$ cat src/rtl/bus_pkg.sv
// Shared definitions for the 8-bit MMIO bus and the DMA copy engine.
//   BUS_AW / BUS_DW : bus address / data widths
//   LEN_W           : width of the remaining-byte counter (holds 1..256)
//   dma_state_t     : copy engine FSM encoding
package bus_pkg;

  localparam int unsigned BUS_AW = 8;
  localparam int unsigned BUS_DW = 8;
  localparam int unsigned LEN_W  = 9;

  typedef enum logic [1:0] {
    IDLE   = 2'd0,
    READ   = 2'd1,
    WRITE  = 2'd2,
    FINISH = 2'd3
  } dma_state_t;

endpackage

$ cat src/rtl/bus_dma_master_if.sv
// MMIO bus connection between an initiator and its arbiter/responders.
//   master : drives bus_req, bus_cs, bus_we, bus_addr, bus_wdata; samples bus_gnt, bus_rdata
//   slave  : the opposite view (arbiter + responder side)
interface bus_dma_master_if;

  logic                          bus_req;
  logic                          bus_gnt;
  logic                          bus_cs;
  logic                          bus_we;
  logic [bus_pkg::BUS_AW-1:0]    bus_addr;
  logic [bus_pkg::BUS_DW-1:0]    bus_wdata;
  logic [bus_pkg::BUS_DW-1:0]    bus_rdata;

  modport master (
    output bus_req, bus_cs, bus_we, bus_addr, bus_wdata,
    input  bus_gnt, bus_rdata
  );

  modport slave (
    input  bus_req, bus_cs, bus_we, bus_addr, bus_wdata,
    output bus_gnt, bus_rdata
  );

endinterface

$ cat src/rtl/bus_dma_master.sv
// Byte-copy DMA initiator: one read + one write bus access per byte.
//   clk, rst        : clock, asynchronous active-high reset
//   cmd_*           : copy command (src, dst, len with 0 = 256, increment modes)
//   cmd_ready       : engine idle, command accepted on cmd_valid && cmd_ready
//   abort           : cancel a transfer in progress
//   done / aborted  : one-cycle completion pulses
//   bus             : MMIO initiator port (request/grant, chip select, address/data)
module bus_dma_master
  import bus_pkg::*;
(
  input  logic              clk,
  input  logic              rst,
  input  logic              cmd_valid,
  output logic              cmd_ready,
  input  logic [BUS_AW-1:0] cmd_src,
  input  logic [BUS_AW-1:0] cmd_dst,
  input  logic [BUS_AW-1:0] cmd_len,
  input  logic              cmd_src_inc,
  input  logic              cmd_dst_inc,
  input  logic              abort,
  output logic              done,
  output logic              aborted,
  bus_dma_master_if.master  bus
);

  dma_state_t        state_q, state_d;
  logic [BUS_AW-1:0] src_q, src_d;
  logic [BUS_AW-1:0] dst_q, dst_d;
  logic              src_inc_q, src_inc_d;
  logic              dst_inc_q, dst_inc_d;
  logic [LEN_W-1:0]  rem_q, rem_d;
  logic [BUS_DW-1:0] data_q, data_d;
  logic              aborted_q, aborted_d;

  // State and datapath registers
  always_ff @(posedge clk or posedge rst) begin
    if (rst) begin
      state_q   <= IDLE;
      src_q     <= '0;
      dst_q     <= '0;
      src_inc_q <= 1'b0;
      dst_inc_q <= 1'b0;
      rem_q     <= '0;
      data_q    <= '0;
      aborted_q <= 1'b0;
    end else begin
      state_q   <= state_d;
      src_q     <= src_d;
      dst_q     <= dst_d;
      src_inc_q <= src_inc_d;
      dst_inc_q <= dst_inc_d;
      rem_q     <= rem_d;
      data_q    <= data_d;
      aborted_q <= aborted_d;
    end
  end

  // Next-state and counter update; abort wins over a granted access
  always_comb begin
    state_d   = state_q;
    src_d     = src_q;
    dst_d     = dst_q;
    src_inc_d = src_inc_q;
    dst_inc_d = dst_inc_q;
    rem_d     = rem_q;
    data_d    = data_q;
    aborted_d = 1'b0;

    unique case (state_q)
      IDLE: begin
        if (cmd_valid) begin
          src_d     = cmd_src;
          dst_d     = cmd_dst;
          src_inc_d = cmd_src_inc;
          dst_inc_d = cmd_dst_inc;
          rem_d     = (cmd_len == '0) ? LEN_W'(256) : LEN_W'(cmd_len);
          state_d   = READ;
        end
      end
      READ: begin
        if (abort) begin
          state_d   = IDLE;
          aborted_d = 1'b1;
        end else if (bus.bus_gnt) begin
          data_d  = bus.bus_rdata;
          state_d = WRITE;
        end
      end
      WRITE: begin
        if (abort) begin
          state_d   = IDLE;
          aborted_d = 1'b1;
        end else if (bus.bus_gnt) begin
          src_d   = src_q + {{(BUS_AW-1){1'b0}}, src_inc_q};
          dst_d   = dst_q + {{(BUS_AW-1){1'b0}}, dst_inc_q};
          rem_d   = rem_q - LEN_W'(1);
          state_d = (rem_q == LEN_W'(1)) ? FINISH : READ;
        end
      end
      FINISH: begin
        state_d = IDLE;
      end
      default: begin
        state_d = IDLE;
      end
    endcase
  end

  // Status decode and gated bus drive; only bus_cs (and what it gates) follows bus_gnt
  always_comb begin
    cmd_ready     = (state_q == IDLE);
    done          = (state_q == FINISH);
    aborted       = aborted_q;
    bus.bus_req   = (state_q == READ) || (state_q == WRITE);
    bus.bus_cs    = bus.bus_req && bus.bus_gnt;
    bus.bus_we    = 1'b0;
    bus.bus_addr  = '0;
    bus.bus_wdata = '0;
    if (bus.bus_cs) begin
      if (state_q == WRITE) begin
        bus.bus_we    = 1'b1;
        bus.bus_addr  = dst_q;
        bus.bus_wdata = data_q;
      end else begin
        bus.bus_addr  = src_q;
      end
    end
  end

endmodule

$ cat src/flat_wrapper.sv
// flat-port wrapper written by rule: the top's interface ports become plain ports
module bus_dma_master_flat import bus_pkg::*;
  (clk, rst, cmd_valid, cmd_ready, cmd_src, cmd_dst, cmd_len, cmd_src_inc, cmd_dst_inc, abort, done, aborted, bus_bus_req, bus_bus_cs, bus_bus_we, bus_bus_addr, bus_bus_wdata, bus_bus_gnt, bus_bus_rdata);
  bus_dma_master_if bus_i ();
  input  logic clk;
  input  logic rst;
  input  logic cmd_valid;
  output logic cmd_ready;
  input  logic [BUS_AW-1:0] cmd_src;
  input  logic [BUS_AW-1:0] cmd_dst;
  input  logic [BUS_AW-1:0] cmd_len;
  input  logic cmd_src_inc;
  input  logic cmd_dst_inc;
  input  logic abort;
  output logic done;
  output logic aborted;
  output wire logic [$bits(bus_i.bus_req)-1:0] bus_bus_req;
  output wire logic [$bits(bus_i.bus_cs)-1:0] bus_bus_cs;
  output wire logic [$bits(bus_i.bus_we)-1:0] bus_bus_we;
  output wire logic [$bits(bus_i.bus_addr)-1:0] bus_bus_addr;
  output wire logic [$bits(bus_i.bus_wdata)-1:0] bus_bus_wdata;
  input wire logic [$bits(bus_i.bus_gnt)-1:0] bus_bus_gnt;
  input wire logic [$bits(bus_i.bus_rdata)-1:0] bus_bus_rdata;
  assign bus_bus_req = bus_i.bus_req;
  assign bus_bus_cs = bus_i.bus_cs;
  assign bus_bus_we = bus_i.bus_we;
  assign bus_bus_addr = bus_i.bus_addr;
  assign bus_bus_wdata = bus_i.bus_wdata;
  assign bus_i.bus_gnt = bus_bus_gnt;
  assign bus_i.bus_rdata = bus_bus_rdata;
  bus_dma_master u_core (.clk(clk), .rst(rst), .cmd_valid(cmd_valid), .cmd_ready(cmd_ready), .cmd_src(cmd_src), .cmd_dst(cmd_dst), .cmd_len(cmd_len), .cmd_src_inc(cmd_src_inc), .cmd_dst_inc(cmd_dst_inc), .abort(abort), .done(done), .aborted(aborted), .bus(bus_i));
endmodule
$ cat config.mk
export PLATFORM = sky130hd
export DESIGN_NAME = bus_dma_master_flat
export DESIGN_NICKNAME = d
export VERILOG_FILES = /design/src/rtl/bus_pkg.sv /design/src/rtl/bus_dma_master_if.sv /design/src/rtl/bus_dma_master.sv /design/src/flat_wrapper.sv
export SDC_FILE = /design/constraint.sdc
export NUM_CORES = 1
export LEC_CHECK = 0
export CORE_UTILIZATION = 53
export DETAILED_ROUTE_END_ITERATION = 7
export MAX_ROUTING_LAYER = met4
export PLACE_DENSITY = 0.88
export SYNTH_ARGS = -nofsm -noshare
export SYNTH_HDL_FRONTEND = slang
export SYNTH_SLANG_ARGS = --single-unit
export TNS_END_PERCENT = 10
$ cat constraint.sdc
create_clock -name clk -period 3.5 [get_ports clk]
set_input_delay 0.7 -clock clk [delete_from_list [all_inputs] [get_ports clk]]
set_output_delay 0.7 -clock clk [all_outputs]
set_load 0.02 [all_outputs]
==> results.md <==
- Status: finished, final reports clean
- Most frequent cells in the layout: clkdlybuf4s50_1 (60), dfrtp_1 (38), nand2_1 (31), a21oi_1 (26), nor2_1 (17)
- Post-synth EDFFs: 0
- Length of the first detailed-routing pass in iterations: 4
- Final cell count without fillers: 384
- Overall Global Routing Usage: 26.9%
- Rel. slew slack: 47.0%
- CTS Buffer Depth: 2
- Initial antenna violation count: 0
- Slew @ Worst Pin: 0.794 ns
- Share of cells above drive strength 1: 9.04%
- Vias in the first global route: 2221
- Crit-path cells: clkdlybuf4s50_1, nand2_1, inv_1, and3_1, clkdlybuf4s50_1
- Die height: 69.1 um
- Cells after Synth: 270
- FFs w/ async S/R, synth: 100%
- Routed WL per cell: 15.4 um
- Initial Util: 55.1%
- Register area share after synthesis: 39.9%
- Layout area overhead: 32.2%
- Std cell rows: 24
- Final Net Count: 381
- CP most frequent cell: clkdlybuf4s50_1
- Placed Area: 0.00306 mm2
- Hpwl dp: 4310 um
- Hold Path Class: flop to flop
- Maximum fanout along the worst path: 9
- Gp weighted congestion: 0.836
- Antenna diodes: 0
- Data arrival time of the critical path: 2.49 ns
- Final hold slack: 0.500 ns
- I/O pins: 61
- PwrDens: 810 mW/mm2
- Max Cap Viol: 0
- Aggregate routed wire length: 5920 um
- Port bufs: 60
- Fin Clk Skew: 0.00630 ns
- First-pass GRT wire length: 10300 um
- Unrepaired setup endpoints after global routing: no
- Die ar.: 0.00477 mm2
- CTS tree: done
- Synthesis Warnings: 0
- Most common cell after layout, fill and taps aside: clkdlybuf4s50_1
- Crit-path max cell delay: 0.62 ns
- Pleak: 1.36 nW
- CP delay by family, top: buffers and inverters
- Post-synth cell types: 39
- Syn Area/Cell: 8.83 um2
- Die width: 69.1 um
- # DRC: 0
- Worst path slowest cell: clkdlybuf4s50_1
- Antenna Nets Post-Route: 0
- Htree depth: 2
- Max Fclk: 0.313 GHz
- CTS Root Cell: clkbuf_8
- Synthesized cell area: 0.00238 mm2
- Grt ovf: 0
- CP Class: input pin to primary output
- Worst Path Buf+Inv: 3
- TritonCTS Sinks: 38
- Vias per inst: 5.97
- Iteration-0 DRC Markers: 202
- Min Tclk post-route: 3.19 ns
- Core Region: 0.00432 mm2
- Clock Latency Late Sink: 0.29 ns
- Critical Path End Type: primary output
- Peak supply drop: 0.000443 V
- # hold bufs at CTS: 0
- Clock slew at reported path FFs: 0.07 ns
- Final Hold Violating Endpoints: 0
- Seq cells post-synth: 38
- Design Area, Final: 0.00315 mm2
- Post-CTS resize count: 0
- Top_reg_cell synth: dfrtp_1
- Vias: 2293
- Overall power: 2.55 mW
- Largest net degree at the start of global routing: 39
- Startpoint Class: input pin
- Setup violators final: 0
- CP Data Required Time: 2.80 ns
- Final Cycle Share: 91.2%
- CTS Buf Count: 5
- Syn Nets: 320
- Setup tns final: 0 ns
- Max-slew violations: 0
- Total setup buffers inserted after CTS: 0
- Placed Cells: 376
-- state kept, by name, summed over array words and instances, names as in the netlist --
register          flops
u_core.src_q          8
u_core.aborted        1
u_core.state_q        2
u_core.dst_inc_q      1
u_core.src_inc_q      1
u_core.rem_q          9
u_core.dst_q          8
u_core.data_q         8
-- path summary, 6_finish.rpt --
check                                  start                to  slack (ns)  depth (start not counted)
max                              bus_bus_gnt  bus_bus_wdata[6]        0.31                          5
min                         u_core.data_q[5]  u_core.data_q[5]        0.50                          1
max reg2reg                u_core.state_q[0]   u_core.dst_q[4]        1.03                          7
min reg2reg                 u_core.data_q[5]  u_core.data_q[5]        0.50                          1
max in group asynchronous                rst   u_core.dst_q[7]        2.31                          3
min in group asynchronous                rst   u_core.rem_q[5]        0.84                          3
-- power by group --
| group | switching [mW] | internal [mW] |
|---|---|---|
| registers | 0.194 | 0.653 |
| clock network | 0.156 | 0.159 |
| logic | 0.776 | 0.613 |
-- layout make-up --
class                           count  area (um2)
Clock buffer                        7        86.3
Clock inverter                      1        5.00
Fill cell                         330        1170
Inverter                           10        37.5
Multi-Input combinational cell    209        1340
Sequential cell                    38         951
Tap cell                           52        65.1
Timing Repair Buffer               67         666
-- per-layer routing --
layer / track usage [%] / wire length, um / up-vias
li1: - / - / 1096
met1: 36.0 / 2490 / 1099
met2: 42.8 / 2960 / 91
met3: 3.51 / 405 / 7
met4: 8.16 / 64 / 0
met5: - / 0 / -
-- cells in the mapped netlist (2+ instances only) --
master	instances	area (um2)
and3_1	14	87.6
o22ai_1	8	50.1
nand4_1	5	31.3
a2bb2oi_1	2	17.5
and2_1	2	12.5
nand4b_1	5	43.8
mux2i_1	11	110
or2_2	3	18.8
nor2_1	17	63.8
buf_1	2	7.51
ha_1	11	138
nor4_1	3	18.8
nor3_1	3	15.0
nand2_1	31	116
o211ai_1	2	15.0
inv_1	10	37.5
mux2_2	10	113
and2b_1	2	15.0
dfrtp_1	38	951
a31oi_1	2	12.5
a32oi_1	2	17.5
nand3_1	15	75.1
o21ai_0	13	65.1
nand3b_1	2	15.0
buf_2	7	35.0
clkbuf_1	4	15.0
a21oi_1	26	130
nand2b_1	9	56.3
-- cells by family (layout without fill, tap and decap cells) --
kind of cell	Yosys count	in the layout	synth area share (%)
AOI/OAI and AO/OA	61	61	15.2
DFF	38	38	39.9
adders and majority gates	11	11	5.77
muxes	21	21	9.34
and+or+nand+nor	116	116	25.8
buffers and inverters	23	85	3.99
-- metrics by stage --
stage / util, % / setup slack, ns
floorplan: - / 1.18
global placement: 70.7 / 0.414
detailed placement: 70.7 / 0.341
CTS: 72.9 / 0.331
global route: 72.9 / 0.227
finish: 72.9 / 0.307
(Power assumes the default switching activity.)
==> patch, RTL diff (same settings) <==
The package constant `LEN_W` goes from 9 to 13.
--- a/src/rtl/bus_pkg.sv
+++ b/src/rtl/bus_pkg.sv
@@ -7,5 +7,5 @@
   localparam int unsigned BUS_AW = 8;
   localparam int unsigned BUS_DW = 8;
-  localparam int unsigned LEN_W  = 9;
+  localparam int unsigned LEN_W  = 13;
 
   typedef enum logic [1:0] {
Behaviour: same outputs for any inputs over 4 cycles, from zero or initial values and one cycle with rst high; that may be too few to reach the edited logic, so the function may still have changed.
==> patch against the original RTL <==
Worst setup slack better by 71 ps. Sequential cell count rose by 4. Final cell count grew 3.6%. Hold slack got worse by 3.9 ps. Largest power group unchanged. Fmax is 2.3% higher. Critical endpoint is now bus_bus_wdata[0]. Cell area increased by 5.5%. Combinational power decreased by 26%. Routed wire length grew 5.2%. Sequential power is 8.0% higher. Synthesized area increased by 7.5%. Total power down 12%.
==> patch: results (changes against the original RTL) <==
post-synth cell types = 48 (+23%)
Layout Area Growth over Synthesis = 29.74%
Post-Place Setup Slack = 499.6 ps (+158.1 ps)
maximum clock rate = 0.3203 GHz (+2.3%)
fraction of the yosys area taken by sequential cells = 0.4102 (+0.01121)
instance area at placement = 3248 um^2 (+6.2%)
Worst Clk Skew = 3.201 ps (-3.094 ps)
signal arrival time at the worst endpoint = 2420 ps (-70 ps)
result of the run = finished, final reports clean
worst hold slack across all endpoints = 495.9 ps (-3.858 ps)
Plain + repair buffers = 70 (+4.5%)
cells taking the most area after synthesis = dfrtp_1, ha_1, a21oi_1, mux2_2, mux2i_1
total of fill cells in the finished design = 350 (+6.1%)
number of vias in the routed layout = 2400 (+4.7%)
global-route wire length before repair = 10.65 mm (+3.3%)
minimum setup slack among reg-to-reg paths = 900 ps (-130 ps)
multi-input combinational area share = 0.4279 (+0.002585)
flip-flop count of the largest register after layout = 13 (+4)
multiplexer area fraction after synthesis = 0.08691 (-0.006524)
Comb. pwr = 1.03 mW (-26%)
synthesis-stage register bit count = 42 (+11%)
number of nets in the layout = 396 (+3.9%)
Post-Syn Instances = 282 (+4.4%)
final HPWL from detailed placement = 4.632 mm (+7.5%)
overall power of the completed layout = 2.239 mW (-12%)
maximum number of pins on one net before global-route repair = 43 (+10%)
fraction of area in clock buffers and inverters = 0.02296 (-0.006033)
DP Cell Count = 391 (+4.0%)
share of cells above drive strength 1 = 0.1069 (+0.01657)
most common library cells after synthesis = dfrtp_1, nor2_1, a21oi_1
invs w/o clock = 9 (-1)
routability-driven placement congestion ratio = 0.8019 (-4.1%)
Routed Wire Length = 6.225 mm (+5.2%)
first-iteration detailed-routing DRC count = 206 (+2.0%)
Static Leak = 1.380 nW (+1.8%)
cell-internal power = 1.322 mW (-7.2%)
GR Util met1 = 0.3536 (-0.006409)
normalized max-slew margin = 0.4025 (-0.06728)
## patch: critical path, stage by stage, from the launching register on
cell and delay, ps:
dfrtp_1 410, inv_1 140, ha_2 550, buf_4 260
and3_1 160, clkdlybuf4s50_1 610
## patch: final timing paths
path,cells after the start,end,start
max in group asynchronous,3,u_core.src_inc_q,rst
min reg2reg,1,u_core.rem_q[11],u_core.rem_q[11]
max,5,bus_bus_wdata[0],u_core.state_q[0]
max reg2reg,6,u_core.rem_q[12],u_core.state_q[0]
min,1,u_core.rem_q[11],u_core.rem_q[11]
min in group asynchronous,3,u_core.aborted,rst
## patch: logic make-up after synthesis
family	Yosys count
buf+inv	22
fa+ha+maj	11
compound gates	78
mux	21
simple gates	108
flops	42
## patch: routing by layer
layer  wire length (um)  vias up
met5                  0        -
met3                309        9
met2               3099       73
met1               2746     1153
met4                 70        0
li1                   -     1165
